### src/rtl/julia_scheduler.sv
// -----------------------------------------------------------------------------
// julia_scheduler
//   Frame-level controller for a bank of NUM_JULIA Julia worker blocks.
//   - Hands out one pixel job per cycle to an idle worker, round-robin, with an
//     incrementing pixel address starting at BASE_ADDR.
//   - Collects finished results (round-robin among done workers) into a single
//     registered valid/ready write port, acknowledging each captured worker.
//   - Pulses frame_done once every pixel has been issued, collected and written.
//
// Optional build macro: JULIA_SCHED_PERF_EN
//   When defined, adds stall_cycles[31:0], a saturating count of cycles with
//   wr_valid && !wr_ready. It clears on rst and on an accepted frame_start.
//
// Ports:
//   clk, rst          clock; asynchronous active-high reset
//   frame_start       pulse, starts a frame when idle (ignored otherwise)
//   frame_busy        high while a frame is in progress
//   frame_done        one-cycle pulse when the frame completes
//   job_start         one-hot start pulse to a worker
//   job_addr          pixel address belonging to job_start
//   done              per-worker result ready, held until ack
//   cataddresses      worker i result address at [32i+31:32i]
//   catpixels         worker i result pixel at [8i+7:8i]
//   ack               one-hot, one-cycle result acknowledge
//   wr_valid/wr_ready write handshake toward the frame-buffer writer
//   wr_addr, wr_data  write address and pixel
// -----------------------------------------------------------------------------
module julia_scheduler #(
    parameter int NUM_JULIA    = 8,
    parameter int ADDR_W       = 32,
    parameter int FRAME_PIXELS = 307200,
    parameter int BASE_ADDR    = 0
) (
    input  logic                    clk,
    input  logic                    rst,
    input  logic                    frame_start,
    output logic                    frame_busy,
    output logic                    frame_done,
    output logic [NUM_JULIA-1:0]    job_start,
    output logic [ADDR_W-1:0]       job_addr,
    input  logic [NUM_JULIA-1:0]    done,
    input  logic [NUM_JULIA*32-1:0] cataddresses,
    input  logic [NUM_JULIA*8-1:0]  catpixels,
    output logic [NUM_JULIA-1:0]    ack,
    output logic                    wr_valid,
    input  logic                    wr_ready,
    output logic [ADDR_W-1:0]       wr_addr,
    output logic [7:0]              wr_data
`ifdef JULIA_SCHED_PERF_EN
    ,
    output logic [31:0]             stall_cycles
`endif
);

    localparam int PTR_W = (NUM_JULIA > 1) ? $clog2(NUM_JULIA) : 1;
    localparam logic [NUM_JULIA-1:0] ONE_S = {{(NUM_JULIA-1){1'b0}}, 1'b1};

    typedef enum logic [1:0] {
        ST_IDLE  = 2'd0,
        ST_RUN   = 2'd1,
        ST_DRAIN = 2'd2
    } state_t;

    state_t               state_q, state_d;
    logic [ADDR_W-1:0]    issue_cnt_q, issue_cnt_d;
    logic [NUM_JULIA-1:0] busy_q, busy_d;
    logic [PTR_W-1:0]     disp_ptr_q, disp_ptr_d;
    logic [PTR_W-1:0]     coll_ptr_q, coll_ptr_d;
    logic [NUM_JULIA-1:0] job_start_q, job_start_d;
    logic [ADDR_W-1:0]    job_addr_q, job_addr_d;
    logic [NUM_JULIA-1:0] ack_q, ack_d;
    logic                 wr_valid_q, wr_valid_d;
    logic [ADDR_W-1:0]    wr_addr_q, wr_addr_d;
    logic [7:0]           wr_data_q, wr_data_d;
    logic                 frame_busy_q, frame_busy_d;
    logic                 frame_done_q, frame_done_d;

    logic [PTR_W:0]       disp_pick_s;   // {found, index}
    logic [PTR_W:0]       coll_pick_s;   // {found, index}
    logic [NUM_JULIA-1:0] disp_oh_s;
    logic [NUM_JULIA-1:0] coll_oh_s;
    logic [31:0]          cap_addr_s;
    logic [7:0]           cap_pix_s;
    logic                 last_s;
    logic                 load_s;

    // First set bit of mask at or after ptr, wrapping; returns {found, index}.
    // Scanning from the far end keeps the nearest hit as the final assignment.
    function automatic logic [PTR_W:0] rr_pick(input logic [NUM_JULIA-1:0] mask,
                                               input logic [PTR_W-1:0]     ptr);
        logic [PTR_W:0]   res;
        logic [PTR_W-1:0] idx;
        res = '0;
        for (int k = NUM_JULIA - 1; k >= 0; k--) begin
            idx = PTR_W'((int'(ptr) + k) % NUM_JULIA);
            res = mask[idx] ? {1'b1, idx} : res;
        end
        return res;
    endfunction

    // Next-state: frame FSM, dispatch and result collection.
    always_comb begin
        state_d      = state_q;
        issue_cnt_d  = issue_cnt_q;
        busy_d       = busy_q;
        disp_ptr_d   = disp_ptr_q;
        coll_ptr_d   = coll_ptr_q;
        job_start_d  = '0;
        job_addr_d   = job_addr_q;
        ack_d        = '0;
        wr_valid_d   = wr_valid_q;
        wr_addr_d    = wr_addr_q;
        wr_data_d    = wr_data_q;
        frame_done_d = 1'b0;

        // A worker still holding done is neither re-dispatched nor re-captured.
        disp_pick_s = rr_pick(~busy_q & ~done, disp_ptr_q);
        coll_pick_s = rr_pick(done & busy_q, coll_ptr_q);
        disp_oh_s   = ONE_S << disp_pick_s[PTR_W-1:0];
        coll_oh_s   = ONE_S << coll_pick_s[PTR_W-1:0];
        last_s      = (issue_cnt_q == ADDR_W'(FRAME_PIXELS));
        load_s      = !wr_valid_q || wr_ready;

        cap_addr_s = 32'd0;
        cap_pix_s  = 8'd0;
        for (int i = 0; i < NUM_JULIA; i++) begin
            cap_addr_s = (coll_pick_s[PTR_W-1:0] == PTR_W'(i)) ? cataddresses[32*i +: 32] : cap_addr_s;
            cap_pix_s  = (coll_pick_s[PTR_W-1:0] == PTR_W'(i)) ? catpixels[8*i +: 8]      : cap_pix_s;
        end

        case (state_q)
            ST_IDLE: begin
                if (frame_start) begin
                    state_d     = ST_RUN;
                    issue_cnt_d = '0;
                end else begin
                    state_d = ST_IDLE;
                end
            end
            ST_RUN: begin
                if (last_s) begin
                    state_d = ST_DRAIN;
                end else if (disp_pick_s[PTR_W]) begin
                    job_start_d = disp_oh_s;
                    job_addr_d  = ADDR_W'(BASE_ADDR) + issue_cnt_q;
                    busy_d      = busy_q | disp_oh_s;
                    issue_cnt_d = issue_cnt_q + ADDR_W'(1'b1);
                    disp_ptr_d  = PTR_W'((int'(disp_pick_s[PTR_W-1:0]) + 1) % NUM_JULIA);
                end else begin
                    state_d = ST_RUN;
                end
            end
            ST_DRAIN: begin
                if ((busy_q == '0) && !wr_valid_q) begin
                    state_d      = ST_IDLE;
                    frame_done_d = 1'b1;
                end else begin
                    state_d = ST_DRAIN;
                end
            end
            default: begin
                state_d = ST_IDLE;
            end
        endcase

        // Output register refills when empty or being accepted this edge,
        // which gives back-to-back writes with no bubble.
        if (load_s) begin
            if (coll_pick_s[PTR_W]) begin
                wr_valid_d = 1'b1;
                wr_addr_d  = ADDR_W'(cap_addr_s);
                wr_data_d  = cap_pix_s;
                ack_d      = coll_oh_s;
                busy_d     = busy_d & ~coll_oh_s;
                coll_ptr_d = PTR_W'((int'(coll_pick_s[PTR_W-1:0]) + 1) % NUM_JULIA);
            end else begin
                wr_valid_d = 1'b0;
            end
        end else begin
            wr_valid_d = wr_valid_q;
        end

        frame_busy_d = (state_d != ST_IDLE);
    end

    // State and output registers.
    always_ff @(posedge clk or posedge rst) begin
        if (rst) begin
            state_q      <= ST_IDLE;
            issue_cnt_q  <= '0;
            busy_q       <= '0;
            disp_ptr_q   <= '0;
            coll_ptr_q   <= '0;
            job_start_q  <= '0;
            job_addr_q   <= '0;
            ack_q        <= '0;
            wr_valid_q   <= 1'b0;
            wr_addr_q    <= '0;
            wr_data_q    <= 8'd0;
            frame_busy_q <= 1'b0;
            frame_done_q <= 1'b0;
        end else begin
            state_q      <= state_d;
            issue_cnt_q  <= issue_cnt_d;
            busy_q       <= busy_d;
            disp_ptr_q   <= disp_ptr_d;
            coll_ptr_q   <= coll_ptr_d;
            job_start_q  <= job_start_d;
            job_addr_q   <= job_addr_d;
            ack_q        <= ack_d;
            wr_valid_q   <= wr_valid_d;
            wr_addr_q    <= wr_addr_d;
            wr_data_q    <= wr_data_d;
            frame_busy_q <= frame_busy_d;
            frame_done_q <= frame_done_d;
        end
    end

    assign frame_busy = frame_busy_q;
    assign frame_done = frame_done_q;
    assign job_start  = job_start_q;
    assign job_addr   = job_addr_q;
    assign ack        = ack_q;
    assign wr_valid   = wr_valid_q;
    assign wr_addr    = wr_addr_q;
    assign wr_data    = wr_data_q;

`ifdef JULIA_SCHED_PERF_EN
    logic [31:0] stall_q, stall_d;

    // Saturating backpressure counter, restarted by an accepted frame_start.
    always_comb begin
        stall_d = stall_q;
        if ((state_q == ST_IDLE) && frame_start) begin
            stall_d = 32'd0;
        end else if (wr_valid_q && !wr_ready && (stall_q != 32'hFFFF_FFFF)) begin
            stall_d = stall_q + 32'd1;
        end else begin
            stall_d = stall_q;
        end
    end

    // Backpressure counter register.
    always_ff @(posedge clk or posedge rst) begin
        if (rst) begin
            stall_q <= 32'd0;
        end else begin
            stall_q <= stall_d;
        end
    end

    assign stall_cycles = stall_q;
`endif

endmodule
### config.mk
export PLATFORM = sky130hd
export DESIGN_NAME = julia_scheduler
export DESIGN_NICKNAME = d
export VERILOG_FILES = /design/src/rtl/julia_scheduler.sv
export SDC_FILE = /design/constraint.sdc
export NUM_CORES = 1
export LEC_CHECK = 0
export BUFFER_PORTS_ARGS = -buffer_cell sky130_fd_sc_hd__clkbuf_2
export CELL_PAD_IN_SITES_DETAIL_PLACEMENT = 2
export CELL_PAD_IN_SITES_GLOBAL_PLACEMENT = 2
export CORE_MARGIN = 5
export CORE_UTILIZATION = 31
export DETAILED_ROUTE_END_ITERATION = 7
export PLACE_DENSITY_LB_ADDON = 0.1
export SLEW_MARGIN = 20
export SYNTH_ARGS = -nofsm -noshare
export SYNTH_HDL_FRONTEND = slang
export SYNTH_SLANG_ARGS = --single-unit
### constraint.sdc
create_clock -name clk -period 8.55 [get_ports clk]
set_clock_uncertainty 0.05 [all_clocks]
set_input_delay 0.855 -clock clk [delete_from_list [all_inputs] [get_ports clk]]
set_output_delay 0.855 -clock clk [all_outputs]
set_load 0.01 [all_outputs]
==> results.cfg <==
[final_layout]
layout-drive-gt1-share_pct = 34.67
syn2layout_area_growth_pct = 25.40
nets = 2031
n_fill_cell = 4241

[route]
first_pass_iters = 7
drc = 0
postRouteAntennaNets = 0
viasPerCell = 5.942
drt_iter0_markers = 637
vias = 12940
post_drt_wl_per_cell_microns = 27.32
drt-total-wl_microns = 59510

[clocking]
ctsHoldBuffers = 0
clockRootBuffer = clkbuf_16
cts_buffer_depth = 2
cts-htree-levels = 4
clk_pin_slew_ns = 0.07
cts_resized = 0
clock_latency_ns = 0.44
cts_tree = yes
numClockSinks = 139
cts_buffers = 17
post_cts_buffers = 0

[critical_path]
critPathBufInv = 3
required_ns = 8.83
startpoint_type = flip-flop
cp_top_family = compound AO/OA/AOI/OAI gates
cp_max_fo = 45
critPathKind = flip-flop to flip-flop
reg2reg_depth = 12
cp_num_cells = 12
worst_path_max_delay_cell = nand2_2
cpPeakStageDelay_ns = 0.86
worstSetupEndpointType = flip-flop
crit_chain = clkinv_1 > ha_1 > mux4_2 > nor3b_2 > a2111oi_0 > a2111oi_2 > inv_1 > ha_2 > inv_2 > nand2_2 > a32o_1 > a311oi_1
arrival_ns = 7.22

[global_routing]
grt_pass1_wl_microns = 90290
overflow = 0
antenna_found_initial = 24
grt_use_total_pct = 28.43
grt_max_degree = 89
grt_pass1_vias = 14460

[hold_path]
hold_path.class = flip-flop to flip-flop
hold_depth = 1

[synth]
synth_enable_flop_cells = 0
synth_nets = 1711
syn_area_sq_um = 11330
synth-seq-cells = 139
synth_cell_types = 77
synth.avg_cell_area_sq_um = 8.327
synth-seq-area-share_pct = 30.69
syn_inst = 1361
synth_top_flop_cell = dfrtp_1
yosys_warnings = 0
async_flop_share_pct = 100.0

[floorplanning]
die_y_microns = 201.2
num_io_pins = 423
row_count = 70
core-area_sq_um = 36350
dieArea_sq_um = 40480
die_w_microns = 201.2
start_util_pct = 31.18

[sta]
hold_viol = 0
worstMarginPinSlew_ns = 1.154
setup_tns_ns = 0
setup_viol = 0
max_freq_ghz = 0.1441
post-route-min-period_ns = 6.939
drv_slew = 0
slew_headroom_pct = 23.06
fin_crit_sh_pct = 81.15
rsz0062_at_grt = false
fin_hold_ws_ns = 0.4405

[job]
drv_cap = 0

[placement]
io_buffer_count = 422
routabilityCongestion = 0.9162
dp_hpwl_microns = 42720

[status]
outcome = finished, final reports clean
[cells in the final DEF, fill, tap and decap left out, types with 18 or more instances in the layout]
master	count
o21ai_0	52
nand3_1	65
mux4_2	20
mux2_2	29
a311oi_1	26
a21oi_1	144
nor3_1	60
xnor2_1	29
nor2_1	124
a32o_1	40
clkbuf_2	422
nand2_1	121
buf_4	18
dfrtp_1	139
nand4_1	52
o211ai_1	84
[per-stage QoR]
stage	setup WS (ns)	std cells	area [sq um]	utilization, %
2_1_floorplan	3.920	1361	11330	-
3_3_place_gp	1.750	2130	13560	37.29
3_5_place_dp	1.507	2130	13560	37.29
4_1_cts	1.487	2161	14170	38.98
5_1_grt	1.125	2175	14200	39.08
6_report	1.611	2178	14210	39.10
[state kept, by name, indices dropped and copies added, names as in the netlist]
signal / cells
ack: 8
busy_q: 8
coll_ptr_q: 3
disp_ptr_q: 3
frame_busy: 1
frame_done: 1
issue_cnt_q: 32
job_addr: 32
job_start: 8
state_q: 2
wr_addr: 32
wr_data: 8
wr_valid: 1
[worst paths after layout]
kind | start | to | slack, ns
setup / recovery | coll_ptr_q[1]$_DFFE_PP0P_ | wr_addr[21]$_DFFE_PP0P_ | 1.61
hold / removal | job_addr[5]$_DFFE_PP0P_ | job_addr[5]$_DFFE_PP0P_ | 0.44
setup reg to reg | coll_ptr_q[1]$_DFFE_PP0P_ | wr_addr[21]$_DFFE_PP0P_ | 1.61
hold reg to reg | job_addr[5]$_DFFE_PP0P_ | job_addr[5]$_DFFE_PP0P_ | 0.44
max in group asynchronous | rst | state_q[0]$_DFF_PP0_ | 6.61
min in group asynchronous | rst | job_addr[19]$_DFFE_PP0P_ | 0.53
[final cells by class]
class                   count  area [sq um]  area share [%]
diodes                     17         42.54          0.2993
clock buffers              20         456.7           3.213
clock inverters            11         157.7           1.109
inverters                  26         106.4          0.7483
multi-input cells        1057          7138           50.22
flip-flops and latches    139          3478           24.47
well taps                 468         585.6           4.120
repair buffers            440          2247           15.81
[layer usage]
| layer | global-route usage [%] | wire (microns) | vias to the layer above |
|---|---|---|---|
| li1 | - | - | 5826 |
| met1 | 33.18 | 23500 | 6525 |
| met2 | 48.06 | 29600 | 439 |
| met3 | 7.687 | 3613 | 135 |
| met4 | 14.55 | 2690 | 16 |
| met5 | 0 | 110 | - |
[synthesized netlist by cell type (4+ instances only)]
cell / count / area (sq um)
o21ai_1: 7 / 35.03
dfrtp_1: 139 / 3478
a21o_1: 4 / 30.03
a32o_1: 40 / 400.4
a31o_2: 6 / 52.55
a31oi_1: 7 / 43.79
nor3b_1: 4 / 30.03
a21oi_1: 144 / 720.7
mux2i_1: 4 / 40.04
nor2_1: 124 / 465.5
buf_1: 6 / 22.52
nand2b_1: 5 / 31.28
buf_6: 15 / 168.9
a2111oi_2: 6 / 90.09
mux2_2: 29 / 326.6
buf_4: 6 / 45.04
nand4_1: 52 / 325.3
mux2_1: 7 / 78.83
nor2b_1: 5 / 31.28
xnor2_1: 29 / 254.0
nor4_1: 10 / 62.56
inv_1: 19 / 71.32
nand3b_1: 4 / 30.03
a311oi_2: 14 / 210.2
and2_1: 11 / 68.82
clkbuf_1: 75 / 281.5
nor3b_2: 4 / 50.05
nand2_1: 123 / 461.7
o21ai_0: 52 / 260.3
buf_2: 34 / 170.2
a221oi_1: 4 / 35.03
o211ai_1: 84 / 630.6
nor3_1: 60 / 300.3
or2_2: 6 / 37.54
ha_1: 18 / 225.2
a311oi_1: 26 / 227.7
o31ai_1: 17 / 127.6
mux4_2: 20 / 450.4
a211oi_1: 17 / 127.6
nand3_1: 65 / 325.3
[kinds of logic after synthesis]
family | count (synthesis) | share of synthesized area [%]
fa+ha+maj | 18 | 1.987
compound gates | 456 | 28.65
flops | 139 | 30.69
xor+xnor | 32 | 2.539
simple gates | 491 | 21.05
mux | 60 | 7.905
buf+inv | 165 | 7.176
[worst reg2reg max path, cell delays in order, from the launching register on]
cell       delay, ns
dfrtp_1         0.68
clkinv_1        0.40
ha_1            0.63
mux4_2          0.63
nor3b_2         0.35
a2111oi_0       0.21
a2111oi_2       0.72
inv_1           0.16
ha_2            0.52
inv_2           0.81
nand2_2         0.87
a32o_1          0.56
a311oi_1        0.25
Power is not shown: default switching activity piles up to over one toggle a cycle in this logic, so the estimate is an artifact.
